$ cat config.mk
export PLATFORM = sky130hd
export DESIGN_NAME = dfe_multitap_eq
export DESIGN_NICKNAME = d
export VERILOG_FILES = /design/src/rtl/dfe_multitap_eq.sv
export SDC_FILE = /design/constraint.sdc
export NUM_CORES = 1
export LEC_CHECK = 0
export CAP_MARGIN = 20
export CORE_UTILIZATION = 25
export DETAILED_ROUTE_END_ITERATION = 10
export PLACE_DENSITY_LB_ADDON = 0.2
export SLEW_MARGIN = 0
export SYNTH_ARGS = -nofsm -noshare
export SYNTH_HDL_FRONTEND = slang
export SYNTH_SLANG_ARGS = --single-unit
$ cat constraint.sdc
create_clock -name clk -period 10.2 [get_ports clk]
set_input_delay 2.04 -clock clk [delete_from_list [all_inputs] [get_ports clk]]
set_output_delay 2.04 -clock clk [all_outputs]
set_load 0.02 [all_outputs]
$ cat src/rtl/dfe_multitap_eq.sv
// Decision-feedback equaliser with runtime-loadable post-cursor taps and THR.
// Each accepted sample is equalised, sliced (NRZ/PAM4) and fed back in one cycle.
module dfe_multitap_eq #(
    parameter int N_TAPS = 5,
    parameter int SIG_W  = 8,
    parameter int COEF_W = 8,
    parameter int CNT_W  = 16
) (
    input  logic              clk,
    input  logic              rstn,
    input  logic              cfg_we,
    input  logic [7:0]        cfg_addr,
    input  logic [COEF_W-1:0] cfg_data,
    input  logic              cfg_clear,
    input  logic              pam4,
    output logic              cfg_done,
    input  logic [SIG_W-1:0]  in_data,
    input  logic              in_valid,
    output logic              in_ready,
    output logic [SIG_W-1:0]  out_eq,
    output logic [1:0]        out_sym,
    output logic              out_valid,
    input  logic              out_ready,
    output logic [CNT_W-1:0]  sat_count
);
    localparam int PROD_SUM_W = COEF_W + 2 + $clog2(N_TAPS);
    localparam int ACC_W = ((SIG_W > PROD_SUM_W) ? SIG_W : PROD_SUM_W) + 1;
    localparam logic signed [ACC_W-1:0] EQ_MAX = ACC_W'((1 << (SIG_W - 1)) - 1);
    localparam logic signed [ACC_W-1:0] EQ_MIN = ~EQ_MAX;

    typedef enum logic {S_CFG, S_RUN} state_t;

    state_t                    state_q, state_d;
    logic                      mode_q, mode_d;
    logic [SIG_W-2:0]          thr_q, thr_d;
    logic signed [COEF_W-1:0]  coef_q [N_TAPS];
    logic signed [COEF_W-1:0]  coef_d [N_TAPS];
    logic signed [2:0]         hist_q [N_TAPS];
    logic signed [2:0]         hist_d [N_TAPS];
    logic [N_TAPS:0]           loaded_q, loaded_d;
    logic [SIG_W-1:0]          out_eq_q, out_eq_d;
    logic [1:0]                out_sym_q, out_sym_d;
    logic                      out_valid_q, out_valid_d;
    logic [CNT_W-1:0]          sat_cnt_q, sat_cnt_d;

    logic                      accept;
    logic signed [ACC_W-1:0]   isi, y, in_ext, thr_pos, thr_neg, c_ext, h_ext;
    logic [1:0]                sym;
    logic signed [2:0]         level;
    logic [SIG_W-1:0]          eq_sat;
    logic                      sat_hit;

    assign in_ready  = (state_q == S_RUN) && (!out_valid_q || out_ready);
    assign accept    = in_valid && in_ready;
    assign cfg_done  = (state_q == S_RUN);
    assign out_eq    = out_eq_q;
    assign out_sym   = out_sym_q;
    assign out_valid = out_valid_q;
    assign sat_count = sat_cnt_q;

    // Equalise and slice the current sample against the registered history.
    always_comb begin
        isi   = '0;
        c_ext = '0;
        h_ext = '0;
        for (int unsigned k = 0; k < N_TAPS; k++) begin
            c_ext = $signed({{(ACC_W-COEF_W){coef_q[k][COEF_W-1]}}, coef_q[k]});
            h_ext = $signed({{(ACC_W-3){hist_q[k][2]}}, hist_q[k]});
            isi   = isi + c_ext * h_ext;
        end
        in_ext  = $signed({{(ACC_W-SIG_W){in_data[SIG_W-1]}}, in_data});
        y       = in_ext - isi;
        thr_pos = $signed({{(ACC_W-SIG_W+1){1'b0}}, thr_q});
        thr_neg = -thr_pos;

        if (!mode_q) begin
            sym = (y >= 0) ? 2'b10 : 2'b01;
        end else if (y >= thr_pos) begin
            sym = 2'b11;
        end else if (y >= 0) begin
            sym = 2'b10;
        end else if (y >= thr_neg) begin
            sym = 2'b01;
        end else begin
            sym = 2'b00;
        end

        unique case (sym)
            2'b00:   level = -3'sd3;
            2'b01:   level = -3'sd1;
            2'b10:   level = 3'sd1;
            default: level = 3'sd3;
        endcase

        sat_hit = 1'b1;
        if (y > EQ_MAX) begin
            eq_sat = {1'b0, {(SIG_W-1){1'b1}}};
        end else if (y < EQ_MIN) begin
            eq_sat = {1'b1, {(SIG_W-1){1'b0}}};
        end else begin
            eq_sat  = y[SIG_W-1:0];
            sat_hit = 1'b0;
        end
    end

    always_comb begin
        state_d     = state_q;
        mode_d      = mode_q;
        thr_d       = thr_q;
        coef_d      = coef_q;
        hist_d      = hist_q;
        loaded_d    = loaded_q;
        out_eq_d    = out_eq_q;
        out_sym_d   = out_sym_q;
        out_valid_d = out_valid_q;
        sat_cnt_d   = sat_cnt_q;

        if (cfg_we) begin
            if (cfg_addr == 8'd0) begin
                thr_d = cfg_data[SIG_W-2:0];
            end
            for (int unsigned k = 0; k < N_TAPS; k++) begin
                if (cfg_addr == 8'(k + 1)) begin
                    coef_d[k] = cfg_data;
                end
            end
            for (int unsigned a = 0; a <= N_TAPS; a++) begin
                if (cfg_addr == 8'(a)) begin
                    loaded_d[a] = 1'b1;
                end
            end
        end

        if (state_q == S_CFG && (&loaded_q)) begin
            state_d = S_RUN;
            mode_d  = pam4;
        end

        if (accept) begin
            hist_d[0] = level;
            for (int unsigned k = 1; k < N_TAPS; k++) begin
                hist_d[k] = hist_q[k-1];
            end
            out_eq_d    = eq_sat;
            out_sym_d   = sym;
            out_valid_d = 1'b1;
            if (sat_hit && (sat_cnt_q != '1)) begin
                sat_cnt_d = sat_cnt_q + 1'b1;
            end
        end else if (out_ready) begin
            out_valid_d = 1'b0;
        end

        // Clear overrides any accept or load completion in the same cycle; taps/THR survive.
        if (cfg_clear) begin
            state_d     = S_CFG;
            out_valid_d = 1'b0;
            loaded_d    = '0;
            hist_d      = '{default: '0};
        end
    end

    always_ff @(posedge clk or negedge rstn) begin
        if (!rstn) begin
            state_q     <= S_CFG;
            mode_q      <= 1'b0;
            thr_q       <= '0;
            coef_q      <= '{default: '0};
            hist_q      <= '{default: '0};
            loaded_q    <= '0;
            out_eq_q    <= '0;
            out_sym_q   <= '0;
            out_valid_q <= 1'b0;
            sat_cnt_q   <= '0;
        end else begin
            state_q     <= state_d;
            mode_q      <= mode_d;
            thr_q       <= thr_d;
            coef_q      <= coef_d;
            hist_q      <= hist_d;
            loaded_q    <= loaded_d;
            out_eq_q    <= out_eq_d;
            out_sym_q   <= out_sym_d;
            out_valid_q <= out_valid_d;
            sat_cnt_q   <= sat_cnt_d;
        end
    end
endmodule

==> results of run 1 <==
## power groups by stage
stage	registers (uW)	logic [uW]	clock network, uW
after detailed placement	438	591	0
final	430	588	374
after global placement	438	586	0
after floorplan	449	398	0
after global routing	434	669	402
after CTS	431	595	392
## cells by family (layout without fill, tap and decap cells)
logic type	after synthesis	after routing	share of synthesized area
XOR/XNOR	43	43	0.0358
AO/OA/AOI/OAI	115	115	0.0736
other	1	1	0.000356
buffers and inverters	221	279	0.0815
multiplexers	50	50	0.0533
adder cells (fa/ha/maj)	234	234	0.378
flip-flops	97	97	0.231
AND/OR/NAND/NOR	292	292	0.147
## final timing paths
| kind | from | to | slack, ns | cells past startpoint |
|---|---|---|---|---|
| worst max-delay path | in_data[4] | hist_q[13] | 1.23 | 26 |
| worst min-delay path | out_eq[7] | out_eq[7] | 0.48 | 1 |
| worst max register to register | hist_q[3] | hist_q[13] | 2.18 | 28 |
| worst min register to register | out_eq[7] | out_eq[7] | 0.48 | 1 |
| max in group asynchronous | rstn | coef_q[39] | 7.29 | 2 |
| min in group asynchronous | rstn | sat_count[7] | 1.72 | 1 |
## worst max-delay path, cell delays in order
cell             delay [ns]
clkdlybuf4s50_1        0.74
inv_1                  0.27
ha_1                   0.28
fa_1                   0.50
inv_1                  0.05
fa_1                   0.53
inv_1                  0.05
fa_1                   0.52
inv_1                  0.05
fa_1                   0.50
fa_1                   0.43
ha_1                   0.37
o211ai_1               0.15
a21oi_2                0.21
nor2_1                 0.11
o31ai_2                0.27
xor2_1                 0.38
inv_2                  0.19
ha_1                   0.36
nand4_1                0.13
nor2_1                 0.19
o31a_1                 0.17
nor3_1                 0.06
mux2i_1                0.11
a21o_1                 0.21
a311oi_1               0.33
## placed cells by master, fill, tap and decap left out, types with 22 or more instances in the layout
cell	Yosys	layout
inv_1	195	195
clkdlybuf4s50_1	0	58
xor2_1	22	22
and2_1	63	63
mux2_2	47	47
ha_1	94	94
dfrtp_1	97	97
fa_1	140	140
nand2_1	71	71
a21oi_1	44	44
nor2_1	53	53
## cell type report
| cell class | instances | area (sq um) |
|---|---|---|
| clock buffer | 11 | 243 |
| clock inverter | 5 | 70.1 |
| fill | 4348 | 29200 |
| inverter | 198 | 743 |
| multi-input combinational | 735 | 7240 |
| sequential | 97 | 2430 |
| tap | 532 | 666 |
| timing repair buffer | 65 | 653 |
## synthesized netlist by cell type, types with 4 or more instances
cell | number | area [sq um]
a21o_1 | 9 | 67.6
a21oi_1 | 44 | 220
a22o_1 | 6 | 52.6
and2_1 | 63 | 394
and3_1 | 11 | 68.8
buf_2 | 5 | 25.0
clkbuf_1 | 15 | 56.3
dfrtp_1 | 97 | 2430
fa_1 | 140 | 2800
ha_1 | 94 | 1180
inv_1 | 195 | 732
mux2_2 | 47 | 529
nand2_1 | 71 | 267
nand2b_1 | 12 | 75.1
nand3_1 | 15 | 75.1
nand4_1 | 7 | 43.8
nor2_1 | 53 | 199
nor2b_1 | 16 | 100
nor3_1 | 13 | 65.1
nor3_2 | 10 | 100
nor4_1 | 5 | 31.3
o211ai_1 | 4 | 30.0
o21a_1 | 5 | 37.5
o21ai_0 | 15 | 75.1
o21bai_1 | 5 | 37.5
or2_2 | 5 | 31.3
xnor2_1 | 21 | 184
xor2_1 | 22 | 193
## per-stage QoR
stage | instances | cell area (sq um)
2_1_floorplan | 1053 | 10500
3_3_place_gp | 1626 | 11700
3_5_place_dp | 1626 | 11700
4_1_cts | 1642 | 12000
5_1_grt | 1643 | 12000
6_report | 1643 | 12000
## sequential cells by signal, indices dropped and copies added, names as in the netlist
signal,count
c_ext,8
h_ext,3
out_valid,1
out_sym,2
mode_q,1
loaded_q,6
hist_q,12
coef_q,32
thr_q,7
sat_count,16
out_eq,8
cfg_done,1
## routing by layer
| metal | GRT usage | wire length, microns |
|---|---|---|
| met4 | 0.0250 | 281 |
| met5 | 0 | 0 |
| met2 | 0.223 | 12900 |
| met3 | 0.0159 | 490 |
| met1 | 0.173 | 12900 |
==> impl_metrics.tcl, run 1 <==
set metrics [dict create \
    status "complete, no violations" \
    yosys_warnings 0 \
    fin_ws_ns 1.23 \
    async_reset_ff_frac 1.00 \
    hold_class "flop to flop" \
    final-setup-viol-count 0 \
    route.detailed.drc 0 \
    synth-seq-cells 97 \
    syn_area_sq_mm 0.0105 \
    synth_cells 1053 \
    drive_above_1_share 0.0855 \
    cp.arrival_ns 9.21 \
    holdBufCountCts 0 \
    path_clk_slew_ns 0.08 \
    switchingPower_uw 530 \
    combPwrFrac 0.422 \
    dieArea_sq_mm 0.0429 \
    worst_pin_slew_ns 0.996 \
    min_period_ns 8.97 \
    io-pin-count 60 \
    initial_core_util 0.255 \
    finalHoldViolCount 0 \
    ant_nets 0 \
    ctsRootBufferMaster "clkbuf_16" \
    post_drt_wl_per_cell_microns 16.2 \
    crit_fanout 12 \
    rsz0062_at_grt "false" \
    synth_edf_count 0 \
    ys_seq_area_frac 0.231 \
    core_sq_mm 0.0412 \
    power_uw 1390 \
    p_clk_frac 0.269 \
    post-route-period-util 0.879 \
    worst-setup-path-type "input port to flop" \
    drtIter0Drc 225 \
    io_buffer_count 59 \
    cp.required_ns 10.44 \
    die_h_microns 207 \
    cts_sinks 97 \
    grt_antenna_before_repair 0 \
    postCtsSetupRepairBufs 0 \
    startpoint_type "input port" \
    relSlewSlack 0.333 \
    ys.flop_type "dfrtp_1" \
    clk_latency_ns 0.37 \
    grt_first_pass_wirelength_microns 43200 \
    fp.dieW_microns 207 \
    num-nets-final 1371 \
    worstSetupEndpointType "flop" \
    diodes 0 \
    clock_skew_ns 0.0183 \
    cap_violations 0 \
    drv_slew 0 \
    num_rows 74 \
    synth.net_count 1318 \
    numCtsBuffers 9 \
    grt-ovfl-total 0 \
    vias 7151 \
    area_delta_synth_final_pct 14.4 \
    p_per_area_mw_per_mm2 116 \
    hpwl_microns 22200 \
    timing.fmax_mhz 112 \
    gp_congestion 0.814 \
    seqPwrFrac 0.309 \
    wl_microns 26600 \
    cts_resized 0 \
    holdWs_ns 0.480 \
    p_int_uw 862 \
    final_util 0.292 \
    ir_drop_v 0.0000867 \
    cts_buffer_depth 2 \
    avgSynthCellArea_sq_um 10.0 \
    cts_tree "yes" \
    grt_util_all_layers 0.129 \
    grt_max_degree 52 \
    first_global_vias 7814 \
    synth_cell_type_count 63 \
    vias_per_cell 4.35 \
    htreeDepth 3 \
    leakage_uw 0.00548 \
    finalSetupTns_ns 0 \
    dp_slack_ns 0.842 \
    dr.pass1.iters 4 \
    switching_share 0.381 \
]
No activity file was read; power rests on OpenSTA's default activity.
==> inputs of run 2 (changes only) <==
- REMOVE_ABC_BUFFERS: default -> 1
==> run 2 against run 1 <==
  * Routed wire length down 2.4%
  * Cell count is essentially flat
  * Setup slack gained 0.024 ns
  * Hold slack improved by 0.0039 ns
  * Critical path depth did not move
  * Maximum frequency up 0.27%
  * Power is 1.4% lower
  * Highest routed layer unchanged
  * Non-clock buffer count down 1
==> impl_metrics.tcl, run 2 (same netlist as run 1, synthesis figures left out) <==
set metrics [dict create \
    dp.cells 1625 \
    io_buffer_count 59 \
    hpwl_microns 21600 \
    dp_slack_ns 0.873 \
    path_clk_slew_ns 0.07 \
    startpoint_type "input port" \
    nFillCells 4318 \
    cap_violations 0 \
    ir_drop_v 0.0000768 \
    rsz0062_at_grt "false" \
    cpPeakStageDelay_ns 0.75 \
    drv_slew 0 \
    top_register "coef_q" \
    gp_congestion 0.801 \
    clk_latency_ns 0.37 \
    largest_reg_flops 32 \
    mostFrequentLayoutCells "inv_1, fa_1, dfrtp_1" \
    cp_top_family "adder cells" \
    fin_ws_ns 1.26 \
    postCtsSetupRepairBufs 0 \
    cts_tree "yes" \
    grt_antenna_before_repair 0 \
    fp.dieW_microns 207 \
    finalHoldViolCount 0 \
    route.detailed.drc 0 \
    slowest_stage "clkdlybuf4s50_1" \
    initial_core_util 0.255 \
    area_delta_synth_final_pct 14.4 \
    grt_util_all_layers 0.126 \
    drive_above_1_share 0.0856 \
    post_drt_wl_per_cell_microns 15.8 \
    htreeDepth 3 \
    p_per_area_mw_per_mm2 114 \
    first_global_vias 7653 \
    worst_pin_slew_ns 0.972 \
    holdWs_ns 0.483 \
    ctsRootBufferMaster "clkbuf_16" \
    cp.arrival_ns 9.20 \
    grt_max_degree 67 \
    worstSetupEndpointType "flop" \
    status "complete, no violations" \
    post-route-period-util 0.877 \
    final_util 0.292 \
    io-pin-count 60 \
    diodes 0 \
    cts_sinks 97 \
    final_cells 1642 \
    clock_skew_ns 0.0134 \
    holdBufCountCts 0 \
    cts_buffer_depth 2 \
    cp.required_ns 10.46 \
    grt-ovfl-total 0 \
    critPathBufInv 6 \
    numCtsBuffers 9 \
    hold_class "flop to flop" \
    vias 7176 \
    finalSetupTns_ns 0 \
    die_h_microns 207 \
    dr.pass1.iters 4 \
    cts_resized 0 \
    timing.fmax_mhz 112 \
    crit_top_cell "fa_1" \
    dieArea_sq_mm 0.0429 \
    vias_per_cell 4.37 \
    ant_nets 0 \
    final-setup-viol-count 0 \
    leakage_uw 0.00548 \
    relSlewSlack 0.350 \
    final_common_cell "inv_1" \
    wl_microns 26000 \
    core_sq_mm 0.0412 \
    num_rows 74 \
    crit_fanout 12 \
    num-nets-final 1370 \
    min_period_ns 8.94 \
    drtIter0Drc 240 \
    grt_first_pass_wirelength_microns 42400 \
    worst-setup-path-type "input port to flop" \
]
[run 2: cell count changes in the layout (fill, tap and decap cells not counted)]
cell       change
bufinv_16      -1
clkbuf_1       -1
nor4b_4        +1
buf_4          -1
clkinv_8       +1
nor4b_2        -1
clkbuf_8       +1
[run 2: final timing paths]
check,start,slack [ns],to,cells after the start
max,in_data[4],1.26,hist_q[13],26
max in group asynchronous,rstn,7.28,coef_q[23],2
min,out_eq[7],0.48,out_eq[7],1
min reg2reg,out_eq[7],0.48,out_eq[7],1
min in group asynchronous,rstn,1.62,sat_count[11],1
max reg2reg,hist_q[3],2.26,hist_q[13],28
[run 2: where the power goes]
group / switching (uW) / internal, uW
Combinational: 331 / 252
Clock: 175 / 186
Sequential: 20.1 / 408
Total: 527 / 846
[run 2: worst register-to-register path: cells and delay by family, from the launching register on]
kind	cells	cell delay, ns
AO/OA/AOI/OAI	6	1.07
XOR/XNOR	1	0.42
adder cells (fa/ha/maj)	9	4.41
buffers and inverters	6	0.50
flip-flops	1	0.56
multiplexers	1	0.10
AND/OR/NAND/NOR	5	0.78
[run 2: final cells by class]
type / instances / area [sq um] / area share
Clock buffer: 11 / 253 / 0.0210
Clock inverter: 5 / 56.3 / 0.00468
Inverter: 198 / 743 / 0.0617
Multi-Input combinational cell: 735 / 7250 / 0.602
Sequential cell: 97 / 2430 / 0.202
Tap cell: 532 / 666 / 0.0553
Timing Repair Buffer: 64 / 646 / 0.0536
[run 2: routing by layer]
layer | part of all wire | GRT usage | vias to the layer above
li1 | - | - | 3464
met1 | 0.49 | 0.171 | 3617
met2 | 0.47 | 0.213 | 82
met3 | 0.022 | 0.0179 | 13
met4 | 0.010 | 0.0237 | 0
met5 | 0 | 0 | -
[run 2: metrics by stage]
step	power, uW	cell area, sq um
floorplan	840	10400
global placement	1020	11700
detailed placement	1030	11700
CTS	1400	12000
global route	1490	12000
finish	1370	12000
